**src/rtl/param_frame_readback_tx.sv**
```systemverilog
`default_nettype none
// ============================================================================
// Module   : param_frame_readback_tx
// Function : Reads FRAME_LEN bytes of parameter RAM from address 0 upward and
//            transmits each as UART 8N1, LSB first, on its own serial line.
//            Define READBACK_CSUM_EN to append an XOR checksum byte.
// Revision : 1.0  initial release
// ============================================================================
module param_frame_readback_tx #(
    parameter int CLKS_PER_BIT = 434,
    parameter int FRAME_LEN    = 73,
    parameter int ADDR_W       = 8
) (
    input  logic              CLK,
    input  logic              RESET,
    input  logic              start,
    output logic              ram_rd,
    output logic [ADDR_W-1:0] ram_addr,
    input  logic [7:0]        ram_data,
    output logic              tx_out,
    output logic              busy,
    output logic              done
);

    typedef enum logic [2:0] {
        S_IDLE  = 3'd0,
        S_FETCH = 3'd1,
        S_LATCH = 3'd2,
        S_START = 3'd3,
        S_DATA  = 3'd4,
        S_STOP  = 3'd5,
        S_CSUM  = 3'd6,
        S_FIN   = 3'd7
    } state_t;

    localparam logic [15:0]       c_bit_last = 16'(CLKS_PER_BIT - 1);
    localparam logic [ADDR_W-1:0] c_last_idx = ADDR_W'(FRAME_LEN - 1);
    localparam logic [ADDR_W-1:0] c_idx_one  = ADDR_W'(1);

    state_t              state_q,    state_d;
    logic [ADDR_W-1:0]   byte_idx_q, byte_idx_d;
    logic [ADDR_W-1:0]   addr_q,     addr_d;
    logic                rd_q,       rd_d;
    logic                tx_q,       tx_d;
    logic                busy_q,     busy_d;
    logic                done_q,     done_d;
    logic [15:0]         cnt_q,      cnt_d;
    logic [2:0]          bit_q,      bit_d;
    logic [7:0]          shift_q,    shift_d;
`ifdef READBACK_CSUM_EN
    logic [7:0]          acc_q,      acc_d;
    logic                csum_q,     csum_d;
`endif

    logic w_bit_end;
    logic w_last_byte;

    assign w_bit_end   = (cnt_q == c_bit_last);
    assign w_last_byte = (byte_idx_q == c_last_idx);

    always_comb begin
        state_d    = state_q;
        byte_idx_d = byte_idx_q;
        addr_d     = addr_q;
        rd_d       = 1'b0;
        tx_d       = tx_q;
        busy_d     = busy_q;
        done_d     = 1'b0;
        cnt_d      = cnt_q;
        bit_d      = bit_q;
        shift_d    = shift_q;
`ifdef READBACK_CSUM_EN
        acc_d      = acc_q;
        csum_d     = csum_q;
`endif
        case (state_q)
            S_IDLE: begin
                tx_d = 1'b1;
                if (start) begin
                    state_d    = S_FETCH;
                    busy_d     = 1'b1;
                    byte_idx_d = '0;
                    addr_d     = '0;
                    rd_d       = 1'b1;
`ifdef READBACK_CSUM_EN
                    acc_d      = '0;
                    csum_d     = 1'b0;
`endif
                end
            end
            S_FETCH: state_d = S_LATCH;
            S_LATCH: begin
                // RAM data is only trusted on this cycle, one after the read strobe.
`ifdef READBACK_CSUM_EN
                if (csum_q) begin
                    shift_d = acc_q;
                end else begin
                    shift_d = ram_data;
                    acc_d   = acc_q ^ ram_data;
                end
`else
                shift_d = ram_data;
`endif
                tx_d    = 1'b0;
                cnt_d   = '0;
                state_d = S_START;
            end
            S_START: begin
                if (w_bit_end) begin
                    cnt_d   = '0;
                    tx_d    = shift_q[0];
                    shift_d = {1'b0, shift_q[7:1]};
                    bit_d   = '0;
                    state_d = S_DATA;
                end else begin
                    cnt_d = cnt_q + 16'd1;
                end
            end
            S_DATA: begin
                if (w_bit_end) begin
                    cnt_d = '0;
                    if (bit_q == 3'd7) begin
                        tx_d    = 1'b1;
                        state_d = S_STOP;
                    end else begin
                        tx_d    = shift_q[0];
                        shift_d = {1'b0, shift_q[7:1]};
                        bit_d   = bit_q + 3'd1;
                    end
                end else begin
                    cnt_d = cnt_q + 16'd1;
                end
            end
            S_STOP: begin
                if (w_bit_end) begin
                    cnt_d = '0;
`ifdef READBACK_CSUM_EN
                    if (csum_q) begin
                        done_d  = 1'b1;
                        busy_d  = 1'b0;
                        state_d = S_FIN;
                    end else if (!w_last_byte) begin
                        byte_idx_d = byte_idx_q + c_idx_one;
                        addr_d     = byte_idx_q + c_idx_one;
                        rd_d       = 1'b1;
                        state_d    = S_FETCH;
                    end else begin
                        csum_d  = 1'b1;
                        state_d = S_CSUM;
                    end
`else
                    if (!w_last_byte) begin
                        byte_idx_d = byte_idx_q + c_idx_one;
                        addr_d     = byte_idx_q + c_idx_one;
                        rd_d       = 1'b1;
                        state_d    = S_FETCH;
                    end else begin
                        done_d  = 1'b1;
                        busy_d  = 1'b0;
                        state_d = S_FIN;
                    end
`endif
                end else begin
                    cnt_d = cnt_q + 16'd1;
                end
            end
            // Stands in for FETCH so the checksum byte keeps the 2-cycle gap.
            S_CSUM:  state_d = S_LATCH;
            S_FIN:   state_d = S_IDLE;
            default: state_d = S_IDLE;
        endcase
    end

    always_ff @(posedge CLK) begin
        if (RESET) begin
            state_q    <= S_IDLE;
            byte_idx_q <= '0;
            addr_q     <= '0;
            rd_q       <= 1'b0;
            tx_q       <= 1'b1;
            busy_q     <= 1'b0;
            done_q     <= 1'b0;
            cnt_q      <= '0;
            bit_q      <= '0;
            shift_q    <= '0;
`ifdef READBACK_CSUM_EN
            acc_q      <= '0;
            csum_q     <= 1'b0;
`endif
        end else begin
            state_q    <= state_d;
            byte_idx_q <= byte_idx_d;
            addr_q     <= addr_d;
            rd_q       <= rd_d;
            tx_q       <= tx_d;
            busy_q     <= busy_d;
            done_q     <= done_d;
            cnt_q      <= cnt_d;
            bit_q      <= bit_d;
            shift_q    <= shift_d;
`ifdef READBACK_CSUM_EN
            acc_q      <= acc_d;
            csum_q     <= csum_d;
`endif
        end
    end

    assign ram_rd   = rd_q;
    assign ram_addr = addr_q;
    assign tx_out   = tx_q;
    assign busy     = busy_q;
    assign done     = done_q;

endmodule
`default_nettype wire

```
**config.mk**
```make
export PLATFORM = sky130hd
export DESIGN_NAME = param_frame_readback_tx
export DESIGN_NICKNAME = d
export VERILOG_FILES = /design/src/rtl/param_frame_readback_tx.sv
export SDC_FILE = /design/constraint.sdc
export NUM_CORES = 1
export LEC_CHECK = 0
export BUFFER_PORTS_ARGS = -buffer_cell sky130_fd_sc_hd__buf_2
export CAP_MARGIN = 20
export CORE_AREA = 2 2 105 107
export CTS_CLUSTER_SIZE = 25
export DETAILED_ROUTE_END_ITERATION = 10
export DIE_AREA = 0 0 107 109
export PLACE_DENSITY_LB_ADDON = 0.2
export SLEW_MARGIN = 20
export SYNTH_ARGS = -nofsm -noshare
export SYNTH_HDL_FRONTEND = slang
export SYNTH_SLANG_ARGS = --single-unit
```
**constraint.sdc**
```tcl
create_clock -name CLK -period 2 [get_ports CLK]
set_input_delay 0.1 -clock CLK [delete_from_list [all_inputs] [get_ports CLK]]
set_output_delay 0.1 -clock CLK [all_outputs]
set_load 0.02 [all_outputs]
```
# Word level (Yosys, flattened, before mapping)

Index checks and enable logic that the tools add are counted.

Bits in registers: 42
Logic and storage cells: 81
Input bits: 11
Output and inout bits: 12

Bitwise logic cells: 2
$add $sub $neg: 3
Reductions and logical operators: 15
Eq/ne operators: 18
Mux-type cells: 34

Operator list:

| operator                | count |
|---|---|
| $mux W8                 | 6 |
| $pmux W16 S2            | 1 |
| $mux W3                 | 9 |
| $pmux W8 S3             | 1 |
| $pmux W3 S7             | 1 |
| $add A16 B1 Y16 const B | 1 |
| $eq A16 B9 Y1 const B   | 1 |
| $mux W16                | 1 |
| $ne A2 B2 Y1 const B    | 8 |
| $pmux W8 S2             | 1 |
| $reduce_and A4 Y1       | 4 |
| $eq A3 B3 Y1 const B    | 5 |
| $mux W1                 | 10 |
| $add A8 B1 Y8 const B   | 1 |
| $eq A8 B7 Y1 const B    | 1 |
| $eq A3 B2 Y1 const B    | 2 |
| $pmux W3 S2             | 1 |
| $reduce_bool A2 Y1      | 3 |
| $reduce_or A3 Y1        | 2 |
| $reduce_and A5 Y1       | 1 |
| $pmux W1 S2             | 2 |
| $pmux W1 S4             | 1 |
| $reduce_bool A4 Y1      | 1 |
| $add A3 B1 Y3 const B   | 1 |
| 6 further kinds         | 7 |

# Longest topological paths before layout

Gate-level depths: netlist of the first run.

Word-level depth: 4
Gate-level depth with buffers: 8

# Least setup slack after synthesis of the first run

Ideal clock, no wire load.

Kind: register to register
From: register state_q[1]
To: register shift_q[0]
Library setup time: 0.128 ns
Arrival time: 1.696 ns
Required time: 1.872 ns
Slack: 0.177 ns
Stages on the path, launching flop included: 8
Cell sequence: dfxtp_1 -> buf_6 -> or3b_1 -> buf_2 -> or2_4 -> o22ai_4 -> mux2i_1 -> nor2_1

Word-level cells in the longest chain between the ends: 3

RTL lines:

| what                                                                | line | RTL |
|---|---|---|
| start, declared                                                     | 40   | `state_t state_q, state_d;` |
| start signal, assigned                                              | 191  | `state_q <= state_d;` |
| $eq A3 B3 Y1 / $eq A3 B2 Y1 (equally long branches)                 | 76   | `case (state_q)` |
| $ne A2 B2 Y1 (no line) / $reduce_bool A3 Y1 (equally long branches) | --   |  |
| $reduce_and A4 Y1 (no line)                                         | --   |  |
| end signal, assigned                                                | 200  | `shift_q <= shift_d;` |
| end, declared                                                       | 49   | `logic [7:0] shift_q, shift_d;` |

Several ways; a longest one is shown, not always the timed one.
A chain may end at the register's enable or synchronous reset.

# Final worst setup path of the first run

From: register cnt_q[10]
To: register state_q[1]

Word-level cells in the longest chain between the ends: 3

RTL lines:

| what                          | line | RTL |
|---|---|---|
| start, declared               | 47   | `logic [15:0] cnt_q, cnt_d;` |
| start signal, assigned        | 198  | `cnt_q <= cnt_d;` |
| $eq A16 B9 Y1 *               | 58   | `assign w_bit_end = (cnt_q == c_bit_last);` |
| $ne A2 B2 Y1 (no line)        | --   |  |
| $reduce_and A5 Y1 (no line) * | --   |  |

Mark *: on every way between the ends. The rest lies on a longest branch, timed or not.

==> results of run 1 <==
==> worst max path at each step <==
stage          depth (start not counted)                       to               startpoint  slack (ns)
6_report                               6  state_q[1]$_SDFFE_PP0P_   cnt_q[10]$_SDFFE_PP0P_        0.13
2_1_floorplan                          7  shift_q[0]$_SDFFE_PP0P_  state_q[1]$_SDFFE_PP0P_        0.18
4_1_cts                                8    cnt_q[4]$_SDFFE_PP0P_    cnt_q[1]$_SDFFE_PP0P_        0.07
5_1_grt                                6  state_q[1]$_SDFFE_PP0P_   cnt_q[10]$_SDFFE_PP0P_       0.004
3_3_place_gp                           8    cnt_q[3]$_SDFFE_PP0P_    cnt_q[1]$_SDFFE_PP0P_        0.14
3_5_place_dp                           8    cnt_q[4]$_SDFFE_PP0P_    cnt_q[1]$_SDFFE_PP0P_        0.08
==> per-stage QoR <==
stage | setup WS (ns) | cell area (um2) | std cells
floorplan | 0.177 | 2380 | 291
global placement | 0.137 | 2810 | 464
detailed placement | 0.0774 | 2810 | 464
CTS | 0.0733 | 2910 | 472
global route | 0.00354 | 2940 | 473
finish | 0.130 | 2940 | 473
==> metal layers <==
layer / share of wire / global-route usage / wire (um)
met4: 0.015 / 0.0362 / 97
met2: 0.46 / 0.189 / 3070
met1: 0.49 / 0.155 / 3270
met5: 0 / 0 / 0
met3: 0.036 / 0.0239 / 241
==> Yosys cell counts (all sizes together) (2+ instances only) <==
| cell type | count |
|---|---|
| nand2 | 25 |
| nand2b | 3 |
| a41oi | 3 |
| nor3b | 9 |
| or3 | 2 |
| ha | 6 |
| inv | 7 |
| clkbuf | 13 |
| a311oi | 10 |
| nor4 | 5 |
| and3 | 6 |
| nor2 | 36 |
| a21oi | 17 |
| nor3 | 11 |
| nand3b | 2 |
| mux2i | 12 |
| a2bb2oi | 2 |
| nand3 | 7 |
| o221a | 7 |
| o21ai | 30 |
| buf | 3 |
| o311a | 2 |
| a31oi | 5 |
| and2 | 3 |
| nand4 | 5 |
| and4 | 3 |
| dfxtp | 42 |
==> tightest hold or removal path: stages <==
cell     delay, ns
buf_2         0.08
nand2_1       0.05
o21ai_0       0.06
==> cells in the final DEF (no fill, tap or decap), types with 8 or more instances in the layout <==
master | synthesis | routed
a21oi_1 | 16 | 16
a311oi_1 | 10 | 10
buf_2 | 2 | 22
buf_4 | 0 | 25
dfxtp_1 | 42 | 42
mux2i_1 | 12 | 12
nand2_1 | 25 | 25
nor2_1 | 36 | 35
nor3_1 | 10 | 10
nor3b_1 | 9 | 8
o21ai_0 | 29 | 29
==> power breakdown <==
group          total, mW  switching [mW]  internal, mW
registers          0.947          0.0556         0.892
clock network      0.672           0.298         0.374
logic              0.899           0.517         0.383
total               2.52           0.870          1.65
==> flip-flops by register name, indices dropped and copies added (netlist names) <==
| signal | cells |
|---|---|
| ram_rd | 1 |
| tx_out | 1 |
| done | 1 |
| cnt_q | 16 |
| state_q | 3 |
| ram_addr | 8 |
| shift_q | 8 |
| bit_q | 3 |
| busy | 1 |
==> layout make-up <==
type / count / share of cell area
Inverter: 7 / 0.00893
Multi-Input combinational cell: 226 / 0.495
Timing Repair Buffer: 50 / 0.114
Clock buffer: 7 / 0.0259
Sequential cell: 42 / 0.286
Clock inverter: 1 / 0.0102
Tap cell: 140 / 0.0595
==> cell families after synthesis <==
group	Yosys count	synth area share
flops	42	0.354
simple gates	121	0.268
compound gates	85	0.248
buf+inv	23	0.0406
fa+ha+maj	6	0.0316
mux	13	0.0553
xor+xnor	1	0.00369
==> repair_timing <==
action / 4_1_cts / 5_1_grt
hold buffers: 0 / 0
gates resized for setup: 0 / 6
endpoints found under the setup margin: 0 / 21
==> impl_results.md, run 1 <==
* Final period util at 0.935
* Die height at roughly 110 um
* First-pass GRT wire length at 10900 um
* FF-to-FF path depth at 6
* Gr ovfl total at 0
* Delay-heaviest family, CP: simple AND/OR/NAND/NOR gates
* Die area at 11700 um2
* Max Clock Freq at 0.535 GHz
* Root Driver: clkbuf_8
* Die X at 107 um
* Relative slew slack at 0.665
* Power, Total at 2.52 mW
* Area of the multi-input gates at about 1500 um2
* CP Launch Type: register
* WP data required at 2.23 ns
* Top cells by area, synth: dfxtp_1 (35%), o21ai_0 (6.1%), nor2_1 (5.7%)
* Fin. max-slew vios at 0
* IO Pins at 23
* Status: completed
* CTS tree: done
* Final hold violations at 0
* Initial Util at 0.224
* Synth Instances at 291
* Fillers at approximately 1200
* Critical Path Sink Type: register
* CTS sink cnt at 42
* Via density at 5.01
* Drt first pass iters at 4
* Setup Fix Bufs, Post-CTS at 0
* Hold path start: ram_data[7]
* H-tree depth at 2
* PortBufs at 22
* Crit Reg-Reg Startpoint: cnt_q[10]$_SDFFE_PP0P_
* Number of global-route vias before repair at between 2000 and 2500
* Worst Path Max Fanout at 6
* Synth unique cells at 48
* Post-synth top area share at 0.354
* Area growth from synthesis to layout at 23.9%
* Worst-Skew Late Latency at 0.29 ns
* Clock Tree Buf Depth at 2
* Core area at 10600 um2
* Cells along the critical path: nor4_2, and4_1, buf_4, nand2_1, a211o_1, a21oi_1
* Total GRT Usage at 0.116
* Crit path DAT at 2.10 ns
* Final wirelength at 6680 um
* Slowest CP cell: nor4_2
* Synth Net Count at 308
* Max Cap Viol at 0
* Fraction of registers with async set/reset at 0
* Hold Crit Depth at 3
* Largest net degree at the start of global routing at 32
* Fin nets at 349
* Area leader, netlist: dfxtp_1
* Post-synth EDFFs at 0
* Endpoint, Worst Hold: shift_q[7]$_SDFFE_PP0P_
* Total power divided by cell area at 856 nW/um2
* Worst path bufs/invs at 1
* Final min period at 1.87 ns
* Seq/Total Area, Yosys at 0.354
* Share of cells above drive strength 1 at 0.228
* Worst min-delay path category: primary input to register
* Mean Syn Cell Area at around 8.2 um2
* RSZ-0062 raised after global routing: no
* Sum of negative setup slack at 0 ns
* Worst Tran Pin Value at between 0.4 and 0.5 ns
* Row count at 38
* Final Setup Violations at 0
* Clock transition at path regs at 0.08 ns
* Antenna cell count at 0
* Post-layout util at 0.278
* Reg-to-Reg End: state_q[1]$_SDFFE_PP0P_
* CTS Buf Count at 5
* Initial DRC Count at 114
* Static Leak at 1.10 nW
* Fin Hold WS at 0.0290 ns
* Antenna Nets Post-Route at 0
* Final clock skew at between 0.007 and 0.008 ns
* Mapped cell area at about 2400 um2
* #FFs+latches synth at 42
* Synth Flop Type: dfxtp_1
* Post-DP HPWL at approximately 4700 um
* Register Area at 841 um2
* RD Place Congestion at 0.731
* Wirelength per Cell at 14.1 um
* Reg-to-reg slack, setup at roughly 0.13 ns
* Initial antenna violation count at 0
* Max stage delay on crit path at approximately 0.4 ns
* Yosys warns at 0
* DR vias at around 2400
* Drc violations at 0
* Worst VDD drop at around 0.39 mV
* Setup Crit Path Kind: register to register
(Power assumes the default switching activity.)
==> run 2, diff against run 1 <==
--- a/config.mk
+++ b/config.mk
@@ -5,14 +5,17 @@
 export SDC_FILE = /design/constraint.sdc
 export NUM_CORES = 1
 export LEC_CHECK = 0
+export ABC_AREA = 1
 export BUFFER_PORTS_ARGS = -buffer_cell sky130_fd_sc_hd__buf_2
 export CAP_MARGIN = 20
-export CORE_AREA = 2 2 105 107
+export CORE_AREA = 2 2 108 110
 export CTS_CLUSTER_SIZE = 25
 export DETAILED_ROUTE_END_ITERATION = 10
-export DIE_AREA = 0 0 107 109
+export DIE_AREA = 0 0 110 112
 export PLACE_DENSITY_LB_ADDON = 0.2
+export RECOVER_POWER = 50
 export SLEW_MARGIN = 20
 export SYNTH_ARGS = -nofsm -noshare
 export SYNTH_HDL_FRONTEND = slang
 export SYNTH_SLANG_ARGS = --single-unit
+export TNS_END_PERCENT = 30
==> run 2 against run 1 <==
Register-to-register slack better by 0.12 ns; flip-flop and latch count did not move; largest power group is now combinational cells; non-clock buffer count is 21 lower; synthesized area up 6.3%; critical path depth grew 5; clock skew about the same; die area increased by 5.6%; cell area grew 0.38%; wire length down 1.6%; final cell count grew 20%; hold slack better by 0.041 ns.
==> impl_results.md, run 2 <==
* Final Setup Violations at 0 (unchanged)
* H-tree depth at 2 (unchanged)
* Biggest register: cnt_q
* Root Driver: clkbuf_16
* Post-synth EDFFs at 0 (unchanged)
* Fin nets at 439 (+26%)
* RSZ-0062 raised after global routing: no
* Largest net degree at the start of global routing at 19 (-41%)
* Max Clock Freq at 0.571 GHz (+6.7%)
* CTS Buf Count at 5 (unchanged)
* Synth Instances at 391 (+34%)
* Initial Util at 0.226 (+0.00186)
* Synth top cells by count: nand2_1 (105), nor2_1 (59), dfxtp_1 (42)
* Post-synth top area share at 0.333 (-0.0209)
* Wirelength per Cell at 11.6 um (-18%)
* Dpl ws at 0.125 ns (+0.0479 ns)
* Initial DRC Count at 91 (-20%)
* CTS sink cnt at 42 (unchanged)
* Row count at 39 (+2.6%)
* Post-DP HPWL at 4860 um (+3.9%)
* Worst min-delay path category: primary input to register
* Total GRT Usage at 0.113 (-0.00337)
* IO Pins at 23 (unchanged)
* Top cells by area, synth: dfxtp_1 (33%), nand2_1 (16%), nor2_1 (8.8%)
* CTS tree: done
* Seq/Total Area, Yosys at 0.333 (-0.0209)
* CTS resizes at 0 (unchanged)
* Die X at 110 um (+2.8%)
* Final wirelength at 6570 um (-1.6%)
* Crit path DAT at 1.95 ns (-0.15 ns)
* Initial antenna violation count at 0 (unchanged)
* Critical Path Sink Type: register
* Mapped cell area at 2520 um2 (+6.3%)
* Gr ovfl total at 0 (unchanged)
* First-pass GRT wire length at 11200 um (+3.0%)
* Synth Net Count at 408 (+32%)
* Synth Flop Type: dfxtp_1
* DP Area at 2830 um2 (+0.85%)
* Final hold violations at 0 (unchanged)
* Most frequent cell after synthesis: nand2_1
* Worst VDD drop at 0.536 mV (+37%)
* Core area at 11200 um2 (+5.4%)
* Via density at 4.40 (-12%)
* Final min period at 1.75 ns (-0.118 ns)
* Number of global-route vias before repair at 2398 (+9.2%)
* Die height at 112 um (+2.8%)
* Worst-Skew Late Latency at 0.29 ns (about the same)
* Area growth from synthesis to layout at 17.0%
* PortBufs at 22 (unchanged)
* Drc violations at 0 (unchanged)
* Static Leak at 1.20 nW (+9.2%)
* Setup Fix Bufs, Post-CTS at 0 (unchanged)
* Final clock skew at 0.00767 ns (-0.00000159 ns)
* Yosys warns at 0 (unchanged)
* Power, Total at 3.64 mW (+44%)
* Synth unique cells at 36 (-25%)
* RD Place Congestion at 0.802 (+9.6%)
* Final period util at 0.876 (-0.0588)
* WP data required at 2.20 ns (-0.03 ns)
* Status: completed
* Fraction of registers with async set/reset at 0 (unchanged)
* Worst setup margin at 0.248 ns (+0.118 ns)
* Mean Syn Cell Area at 6.46 um2 (-21%)
* Area leader, netlist: dfxtp_1
* Finished Cell Area at 2950 um2 (+0.38%)
* Worst Path Max Fanout at 4 (-2)
* DR vias at 2490 (+5.2%)
* Worst Tran Pin Value at 0.492 ns (-0.00644 ns)
* Drt first pass iters at 4 (unchanged)
* Max reg flops at 16 (unchanged)
* Most frequent cells in the layout: nand2_1 (104), nor2_1 (59), dfxtp_1 (42)
* Share of cells above drive strength 1 at 0.128 (-0.101)
* Commonest non-fill, non-tap cell in the layout: nand2_1
* Fin. max-slew vios at 0 (unchanged)
* Clock Tree Buf Depth at 2 (unchanged)
* Relative slew slack at 0.672 (+0.00681)
* Clock transition at path regs at 0.06 ns (-0.02 ns)
* #FFs+latches synth at 42 (unchanged)
* Antenna cell count at 0 (unchanged)
* Total power divided by cell area at 1230 nW/um2 (+44%)
* CP Launch Type: register
* Max Cap Viol at 0 (unchanged)
* Sum of negative setup slack at 0 ns (unchanged)
* Antenna Nets Post-Route at 0 (unchanged)
* Die area at 12300 um2 (+5.6%)
* Setup Crit Path Kind: register to register
* Hold-fix buffers, CTS at 0 (unchanged)
[run 2: changes by cell type in the layout (fill, tap and decap cells not counted), sizes merged, moves of 19 or more]
cell   change
nand2     +87
buf       -33
inv       +43
nor2      +29
a21oi     +19
[run 2: path summary, 6_finish.rpt]
path | start | cells past startpoint | end | slack [ns]
max | cnt_q[1]$_SDFFE_PP0P_ | 11 | cnt_q[2]$_SDFFE_PP0P_ | 0.25
min reg2reg | shift_q[0]$_SDFFE_PP0P_ | 2 | shift_q[0]$_SDFFE_PP0P_ | 0.46
min | ram_data[7] | 3 | shift_q[7]$_SDFFE_PP0P_ | 0.07
max reg2reg | cnt_q[1]$_SDFFE_PP0P_ | 11 | cnt_q[2]$_SDFFE_PP0P_ | 0.25
[run 2: critical path, cell delays in order (launching register included)]
cell and delay, ns:
dfxtp_1 0.33, inv_1 0.07, ha_1 0.22, inv_1 0.06
nor2_1 0.03, nand2_1 0.05, nor2_1 0.04, nand2_2 0.10
nand2_1 0.13, a21oi_1 0.35, inv_2 0.09, nor3b_1 0.18
[run 2: routing by layer]
| metal | vias to the layer above | global-route usage | routed length (um) |
|---|---|---|---|
| li1 | 1314 | - | - |
| met1 | 1127 | 0.149 | 3220 |
| met2 | 41 | 0.184 | 3040 |
| met3 | 8 | 0.0222 | 212 |
| met4 | 0 | 0.0329 | 99 |
| met5 | - | 0 | 0 |
[run 2: metrics by stage]
stage / hold WS, ns / cells / util
5_1_grt: 0.0915 / 566 / 0.264
4_1_cts: 0.0655 / 566 / 0.266
2_1_floorplan: 0.259 / 391 / -
6_report: 0.0696 / 566 / 0.264
3_5_place_dp: 0.373 / 558 / 0.253
3_3_place_gp: 0.380 / 558 / 0.253
[run 2: layout make-up]
type                            instances  area (um2)
Fill cell                            1246        8220
Timing Repair Buffer                   29         144
Multi-Input combinational cell        292        1440
Clock inverter                          1        5.00
Clock buffer                            7         143
Sequential cell                        42         841
Inverter                               52         203
Tap cell                              143         179
[run 2: logic make-up (layout without fill, tap and decap cells)]
family | Yosys count | count (layout) | synth area share
simple gates | 215 | 215 | 0.385
compound gates | 70 | 70 | 0.155
buf+inv | 57 | 89 | 0.0946
flops | 42 | 42 | 0.333
fa+ha+maj | 6 | 6 | 0.0297
xor+xnor | 1 | 1 | 0.00347
[run 2: report_power, final]
group / leakage (nW) / total, mW / switching [mW] / internal (mW)
clock: 0.0739 / 0.838 / 0.343 / 0.496
sequential: 0.342 / 1.11 / 0.120 / 0.988
combinational: 0.786 / 1.69 / 1.17 / 0.526
total: 1.20 / 3.64 / 1.63 / 2.01
==> run 3, diff against run 2 <==
--- a/config.mk
+++ b/config.mk
@@ -8,12 +8,15 @@
 export ABC_AREA = 1
 export BUFFER_PORTS_ARGS = -buffer_cell sky130_fd_sc_hd__buf_2
 export CAP_MARGIN = 20
+export CELL_PAD_IN_SITES_DETAIL_PLACEMENT = 1
+export CELL_PAD_IN_SITES_GLOBAL_PLACEMENT = 1
 export CORE_AREA = 2 2 108 110
 export CTS_CLUSTER_SIZE = 25
 export DETAILED_ROUTE_END_ITERATION = 10
 export DIE_AREA = 0 0 110 112
 export PLACE_DENSITY_LB_ADDON = 0.2
 export RECOVER_POWER = 50
+export SKIP_CTS_REPAIR_TIMING = 1
 export SLEW_MARGIN = 20
 export SYNTH_ARGS = -nofsm -noshare
 export SYNTH_HDL_FRONTEND = slang
==> run 3 against run 2 <==
Clock power is 6.0% lower; combinational power about the same; clock skew hardly changed; utilization decreased by 0.22 points; fmax is 0.37% lower; register-to-register slack about the same; wire length up 9.1%; largest power group unchanged.
==> impl_results.md, run 3 (same netlist as run 2, synthesis figures left out) <==
* Status: completed
* Drc violations at 0 (unchanged)
* Crit path DAT at 1.92 ns (-0.03 ns)
* Initial antenna violation count at 0 (unchanged)
* Initial Util at 0.226 (unchanged)
* Clock transition at path regs at 0.06 ns (about the same)
* RSZ-0062 raised after global routing: no
* Antenna cell count at 0 (unchanged)
* Initial DRC Count at 37 (-59%)
* Max Cap Viol at 0 (unchanged)
* Via density at 4.42 (+0.54%)
* CTS tree: done
* Power, Total at 3.57 mW (-1.9%)
* H-tree depth at 2 (unchanged)
* Final min period at 1.76 ns (+0.00656 ns)
* Row count at 39 (unchanged)
* Gr ovfl total at 0 (unchanged)
* Final period util at 0.879 (+0.00328)
* Fin. max-slew vios at 0 (unchanged)
* Most frequent cells in the layout: nand2_1 (104), nor2_1 (59), inv_1 (42), dfxtp_1 (42), a21oi_1 (33)
* Biggest register: cnt_q
* Critical Path Sink Type: register
* Core area at 11200 um2 (unchanged)
* Setup Crit Path Kind: register to register
* Die area at 12300 um2 (unchanged)
* Worst VDD drop at 0.390 mV (-27%)
* Largest net degree at the start of global routing at 20 (+1)
* First-pass GRT wire length at 12200 um (+8.7%)
* Clock Tree Buf Depth at 2 (unchanged)
* CTS sink cnt at 42 (unchanged)
* Fin nets at 439 (unchanged)
* Root Driver: clkbuf_16
* Worst min-delay path category: primary input to register
* Relative slew slack at 0.662 (-0.0104)
* Wirelength per Cell at 12.7 um (+9.3%)
* Number of global-route vias before repair at 2571 (+7.2%)
* Drt first pass iters at 4 (unchanged)
* Commonest non-fill, non-tap cell in the layout: nand2_1
* IO Pins at 23 (unchanged)
* Total GRT Usage at 0.126 (+0.0137)
* PortBufs at 22 (unchanged)
* Die X at 110 um (unchanged)
* Area growth from synthesis to layout at 16.0%
* Worst Tran Pin Value at 0.508 ns (+0.0157 ns)
* Antenna Nets Post-Route at 0 (unchanged)
* Final hold violations at 0 (unchanged)
* CP Launch Type: register
* CTS Buf Count at 5 (unchanged)
* Sum of negative setup slack at 0 ns (unchanged)
* DR vias at 2499 (+0.36%)
* Worst Path Max Fanout at 10 (+6)
* Post-DP HPWL at 5490 um (+13%)
* Final Setup Violations at 0 (unchanged)
* Die height at 112 um (unchanged)
* Max Clock Freq at 0.569 GHz (-0.37%)
* RD Place Congestion at 0.763 (-4.9%)
* Static Leak at 1.19 nW (-0.88%)
* Share of cells above drive strength 1 at 0.126 (-0.00207)
* Final wirelength at 7170 um (+9.1%)
* WP data required at 2.16 ns (-0.04 ns)
* Max reg flops at 16 (unchanged)
* Final clock skew at 0.00779 ns (+0.000121 ns)
* Worst-Skew Late Latency at 0.28 ns (about the same)
* Total power divided by cell area at 1220 nW/um2 (-1.0%)
[run 3: cell type report]
type / count / area [um2]
clock buffers: 7 / 133
fillers: 1445 / 8250
inverters: 52 / 203
multi-input cells: 292 / 1430
flip-flops and latches: 42 / 841
well taps: 143 / 179
repair buffers: 29 / 148
[run 3: worst paths after layout]
check	cells past startpoint	from	slack [ns]	to
max	7	state_q[1]$_SDFFE_PP0P_	0.24	cnt_q[0]$_SDFFE_PP0P_
min	3	ram_data[7]	0.07	shift_q[7]$_SDFFE_PP0P_
max reg2reg	7	state_q[1]$_SDFFE_PP0P_	0.24	cnt_q[0]$_SDFFE_PP0P_
min reg2reg	2	shift_q[0]$_SDFFE_PP0P_	0.45	shift_q[0]$_SDFFE_PP0P_
[run 3: routing by layer]
metal / up-vias / share of wire / GRT usage
met5: - / 0 / 0
met4: 0 / 0.013 / 0.0380
met3: 7 / 0.022 / 0.0187
met2: 24 / 0.47 / 0.215
met1: 1161 / 0.49 / 0.163
li1: 1307 / - / -
[run 3: per-stage QoR]
| stage | instance area (um2) | util | hold slack (ns) | cells | setup WS (ns) |
|---|---|---|---|---|---|
| 2_1_floorplan | 2520 | - | 0.259 | 391 | 0.401 |
| 3_3_place_gp | 2830 | 0.253 | 0.381 | 558 | 0.254 |
| 3_5_place_dp | 2830 | 0.253 | 0.377 | 558 | 0.208 |
| 4_1_cts | 2960 | 0.265 | 0.0700 | 565 | 0.191 |
| 5_1_grt | 2930 | 0.262 | 0.0960 | 565 | 0.0523 |
| 6_report | 2930 | 0.262 | 0.0741 | 565 | 0.241 |
[run 3: critical path, stage by stage, from the launching register on]
cell and delay, ns:
dfxtp_1 0.47, nand2_4 0.13, nor2_4 0.18, nor2_4 0.06, o21ai_2 0.21, inv_1 0.31, o21ai_0 0.22, a21oi_1 0.06
[run 3: report_power, final]
part | total (mW) | switching (mW) | internal (mW) | leakage (nW)
Sequential | 1.10 | 0.117 | 0.988 | 0.342
Combinational | 1.68 | 1.16 | 0.516 | 0.785
Clock | 0.788 | 0.330 | 0.458 | 0.0640
Total | 3.57 | 1.61 | 1.96 | 1.19
